$ cat src/rtl/rof_stream_ctrl.sv
// rof_stream_ctrl: streams a block of ROM samples into the rank_order filter and flags valid outputs
//
// Ports:
//   clk, rst      system clock, asynchronous active-high reset
//   start, abort  begin a block when idle / cancel the running block
//   base, len     first ROM address and sample count (1..2^ADDR_BITS), taken on accepted start
//   step          single-step issue enable, honoured only when ROF_STEP_EN is defined
//   rom_addr      ROM address presented during each issue cycle
//   filt_clr      one-cycle window clear before the first sample
//   filt_en       filter sample enable, aligned with the ROM data of each issued address
//   out_valid     filter result valid with a full window
//   busy, done    block in progress / one-cycle completion pulse
//
// Optional build macro ROF_STEP_EN: RUN issues only in cycles where step=1.
module rof_stream_ctrl #(
  parameter int N         = 3,
  parameter int ADDR_BITS = 8,
  parameter int ROM_LAT   = 1,
  parameter int FILT_LAT  = 1
) (
  input  logic                 clk,
  input  logic                 rst,
  input  logic                 start,
  input  logic                 abort,
  input  logic [ADDR_BITS-1:0] base,
  input  logic [ADDR_BITS:0]   len,
  input  logic                 step,
  output logic [ADDR_BITS-1:0] rom_addr,
  output logic                 filt_clr,
  output logic                 filt_en,
  output logic                 out_valid,
  output logic                 busy,
  output logic                 done
);
  localparam int L   = ROM_LAT + FILT_LAT;
  localparam int FW  = $clog2(N + 1);
  localparam int FLW = $clog2(L + 1);

  typedef enum logic [2:0] {IDLE, CLEAR, RUN, FLUSH, DONE} state_t;

  state_t             state, nxt;
  logic [ADDR_BITS:0] len_q, iss_cnt;
  logic [FW-1:0]      fill;
  logic [FLW-1:0]     fl_cnt;
  logic [ROM_LAT-1:0] en_pipe;
  logic [L-1:0]       ov_pipe;
  logic               iss, full, kill, last;

`ifdef ROF_STEP_EN
  assign iss = state == RUN && step;
`else
  assign iss = state == RUN && (step || 1'b1);
`endif

  // fill counts samples already fed into this block's window, saturating at N-1
  assign full = fill >= FW'(N - 1);
  assign kill = abort && state != IDLE;
  assign last = iss && iss_cnt + 1'b1 == len_q;

  // each delay stage is a flop, so both strobes are registered outputs
  assign filt_en   = en_pipe[ROM_LAT-1];
  assign out_valid = ov_pipe[L-1];

  always_comb begin
    nxt = state;
    case (state)
      IDLE:    nxt = start && len != '0 ? CLEAR : IDLE;
      CLEAR:   nxt = RUN;
      RUN:     nxt = last ? FLUSH : RUN;
      FLUSH:   nxt = fl_cnt == FLW'(L - 1) ? DONE : FLUSH;
      default: nxt = IDLE;
    endcase
    if (kill) nxt = IDLE;
  end

  always_ff @(posedge clk or posedge rst) begin
    if (rst) begin
      state    <= IDLE;
      rom_addr <= '0;
      len_q    <= '0;
      iss_cnt  <= '0;
      fill     <= '0;
      fl_cnt   <= '0;
      en_pipe  <= '0;
      ov_pipe  <= '0;
      filt_clr <= 1'b0;
      busy     <= 1'b0;
      done     <= 1'b0;
    end else begin
      state    <= nxt;
      filt_clr <= nxt == CLEAR;
      busy     <= nxt != IDLE;
      done     <= nxt == DONE;
      fl_cnt   <= state == FLUSH ? fl_cnt + 1'b1 : '0;
      if (kill) begin
        en_pipe <= '0;
        ov_pipe <= '0;
        fill    <= '0;
        iss_cnt <= '0;
      end else begin
        // delays advance every clock so stepped issues still give single-cycle strobes
        en_pipe <= ROM_LAT'({en_pipe, iss});
        ov_pipe <= L'({ov_pipe, iss && full});
        if (state == IDLE && nxt == CLEAR) begin
          rom_addr <= base;
          len_q    <= len;
          iss_cnt  <= '0;
          fill     <= '0;
        end else if (iss) begin
          rom_addr <= rom_addr + 1'b1;
          iss_cnt  <= iss_cnt + 1'b1;
          fill     <= full ? fill : fill + 1'b1;
        end
      end
    end
  end
endmodule

$ cat config.mk
export PLATFORM = sky130hd
export DESIGN_NAME = rof_stream_ctrl
export DESIGN_NICKNAME = d
export VERILOG_FILES = /design/src/rtl/rof_stream_ctrl.sv
export SDC_FILE = /design/constraint.sdc
export NUM_CORES = 1
export LEC_CHECK = 0
export BUFFER_PORTS_ARGS = -buffer_cell sky130_fd_sc_hd__buf_2
export CORE_MARGIN = 2
export CORE_UTILIZATION = 45
export CTS_BUF_LIST = sky130_fd_sc_hd__clkbuf_16
export DETAILED_ROUTE_END_ITERATION = 16
export PLACE_DENSITY = 0.62
export SLEW_MARGIN = 25
export SYNTH_ARGS = -nofsm -noshare
export SYNTH_HDL_FRONTEND = slang
export SYNTH_SLANG_ARGS = --single-unit
$ cat constraint.sdc
create_clock -name clk -period 5.5 [get_ports clk]
set_clock_uncertainty 0.2 [all_clocks]
set_input_delay 0.55 -clock clk [delete_from_list [all_inputs] [get_ports clk]]
set_output_delay 0.55 -clock clk [all_outputs]
set_load 0.05 [all_outputs]
==> results.md <==
- FF-to-FF path depth: 6
- Number of synthesized flops with an enable pin: 0
- CP max-delay cell: a311oi_4
- Gr ovfl total: 0
- CORE AREA: 0.004324 mm²
- Tot GR Track Use: 0.1683
- Fin. Hold Viols: 0
- Initial antenna violation count: 0
- Clock-pin slew of the registers on the worst-case setup and hold paths: 60 ps
- Most frequent cells in the layout: dfrtp_1, buf_2, nand2_1, o21ai_0, nor2_1
- Max Root-Sink Buffers: 2
- Sw Share: 0.3427
- P_sw: 344.9 µW
- Sequential element share of the synthesized area: 0.4857
- CP endpoint kind: register
- RePlAce Congestion: 0.7774
- Synthesis-to-layout area growth: 18.37%
- Reg2reg setup slack: 2980 ps
- Max-cap violations: 0
- WP data arrival: 2460 ps
- Setup tns final: 0 ps
- Final worst-path cycle share: 0.4590
- Setup-failing EPs final: 0
- Vias/cell: 5.399
- DRT iter0 DRCs: 83
- Design area: 0.002379 mm²
- Synth Flop Type: dfrtp_1
- CTS tree: yes
- Syn. warnings: 0
- Min-Delay Path Class: primary input to async pin
- Combinational power share: 0.292
- CP peak stage delay: 570 ps
- Slew Limit Fails: 0
- Layout fillers: 391
- Row count: 24
- Crit Path Category: register to register
- Delay-heaviest family, CP: compound AO/OA/AOI/OAI gates
- Slew HR: 0.5859
- Chip Width: 70.83 µm
- Critical R2R Launch: state[2]
- WL/cell: 13.61 µm
- Most common cell after layout, fill and taps aside: dfrtp_1
- Cells after Synth: 199
- Drt first pass iters: 4
- Post-Syn Area: 0.002009 mm²
- Global-route wire length before repair: 6817 µm
- CTS Hold Bufs: 0
- Clock power share: 0.317
- Status: complete, no violations
- DP Wirelength: 2720 µm
- CP bufs+invs: 1
- # H-tree levels: 2
- Fmax: 0.3962 GHz
- Final wirelength: 3893 µm
- Die Span Y: 70.83 µm
- Routed Antenna Nets: 0
- Post-synth ARST share: 1.000
- Least-Margin Pin Slew: 619.7 ps
- Worst path required time: 5440 ps
- DR vias: 1,544
- Antenna cells: 0
- P per Cell Area: 423.2 mW/mm²
- RSZ-0062 raised after global routing: no
- R2r endpoint: iss_cnt[6]
- # nets final: 259
- Layout cells sized above 1: 0.2436
- Worst skew pair latency: 280 ps
- Initial Utilization: 0.4647
- Total CTS buffers: 5
- Mean Syn Cell Area: 10.10 µm²
- CTS Sinks: 39
- Max FO, Critical Path: 14
- Post-cts resize count: 0
- Post-CTS Setup Bufs: 0
- Clk root buf: clkbuf_16
- Largest net degree at the start of global routing: 40
- Final min period: 2524 ps
- Flop pwr share: 0.391
- Die area: 0.005016 mm²
- DRC: 0
- Internal power: 661.6 µW
- Placed inst area: 0.002215 mm²
- Type of origin of the critical path: register
- Crit path cell chain: or3_4 -> a311oi_4 -> buf_4 -> nor2_2 -> o21ai_0 -> o31ai_1
- Synth unique cells: 42
- IO Port Bufs: 33
- #FFs+latches synth: 39
- Vias in the first global route: 1,491
- # IOs: 35
- Worst vdd ir: 171.8 µV
- Syn_nets: 225
- Pleak: 1.114 nW
per-stage QoR:
step | hold slack (ps) | worst slack (ps) | power [mW] | utilization | cells
global route | 249.9 | 2797 | 1.066 | 0.5501 | 286
global placement | 223.6 | 2800 | 0.6907 | 0.5122 | 278
detailed placement | 227.4 | 2773 | 0.6956 | 0.5122 | 278
CTS | 208.8 | 2955 | 1.020 | 0.5501 | 286
finish | 184.0 | 2976 | 1.007 | 0.5501 | 286
floorplan | 208.2 | 3450 | 0.6245 | - | 199
registers in the layout (all words and copies together) (netlist names):
name	flops
ov_pipe	2
done	1
fill	2
state	3
filt_en	1
rom_addr	8
len_q	9
fl_cnt	2
iss_cnt	9
busy	1
filt_clr	1
cells by family (layout without fill, tap and decap cells):
family          count (synthesis)  count (layout)  synth area share
mux                            12              12           0.06663
simple gates                   67              67            0.1650
compound gates                 45              45            0.1507
buf+inv                        15              50           0.03300
fa+ha+maj                       4               4           0.02491
flops                          39              39            0.4857
xor+xnor                       17              17           0.07410
routing by layer:
layer  vias up  share of wire  GRT usage  wire length, µm
li1        774              -          -                -
met1       727           0.49     0.2320             1891
met2        41           0.45     0.2658             1758
met3         2          0.058    0.04986              227
met4         0         0.0039    0.03564               15
met5         -              0          0                0
power groups by stage:
stage / Combinational [mW] / Clock (mW) / Sequential [mW]
after floorplan: 0.149 / 0 / 0.475
after global placement: 0.293 / 0 / 0.398
after detailed placement: 0.297 / 0 / 0.399
after CTS: 0.298 / 0.329 / 0.394
after global routing: 0.322 / 0.341 / 0.404
final: 0.294 / 0.319 / 0.393
worst max-delay path by stage:
| stage | startpoint | depth (start not counted) | endpoint |
|---|---|---|---|
| 3_3_place_gp | abort | 8 | state[0] |
| 4_1_cts | state[2] | 6 | iss_cnt[8] |
| 2_1_floorplan | state[2] | 4 | len_q[0] |
| 3_5_place_dp | abort | 8 | state[0] |
| 5_1_grt | state[2] | 7 | state[0] |
| 6_report | state[2] | 6 | iss_cnt[6] |
cell usage after synthesis, types with 2 or more instances:
master    count  area share
o21a_1        3       0.011
and3_1        8       0.025
a31oi_1       2      0.0062
nor2_1       17       0.032
and4_1        2      0.0087
nand3b_1      3       0.011
nor3_1        2      0.0050
dfrtp_1      39        0.49
a21oi_1       4       0.010
xor2_1        9       0.039
o31ai_1       3       0.011
o22ai_1       2      0.0062
buf_2         2      0.0050
nand3_1       4       0.010
xnor2_1       8       0.035
a22oi_1       3       0.011
ha_1          4       0.025
inv_1         6       0.011
o21ai_0      18       0.045
nand4_1       3      0.0093
clkbuf_1      5      0.0093
mux2_2       11       0.062
a21boi_0      2      0.0075
nand2_1      21       0.039
worst min-delay path: cells and delay by family:
kind	cells	cell delay (ps)
buf+inv	3	560
final cells by class:
class,instances,area [µm²],share of cell area
Clock buffer,5,125.1,0.05260
Tap cell,52,65.06,0.02735
Multi-Input combinational cell,145,967.2,0.4066
Inverter,7,26.28,0.01105
Timing Repair Buffer,35,180.2,0.07575
Clock inverter,3,38.79,0.01631
Sequential cell,39,975.9,0.4103
Power figures use the tool's default switching activity.
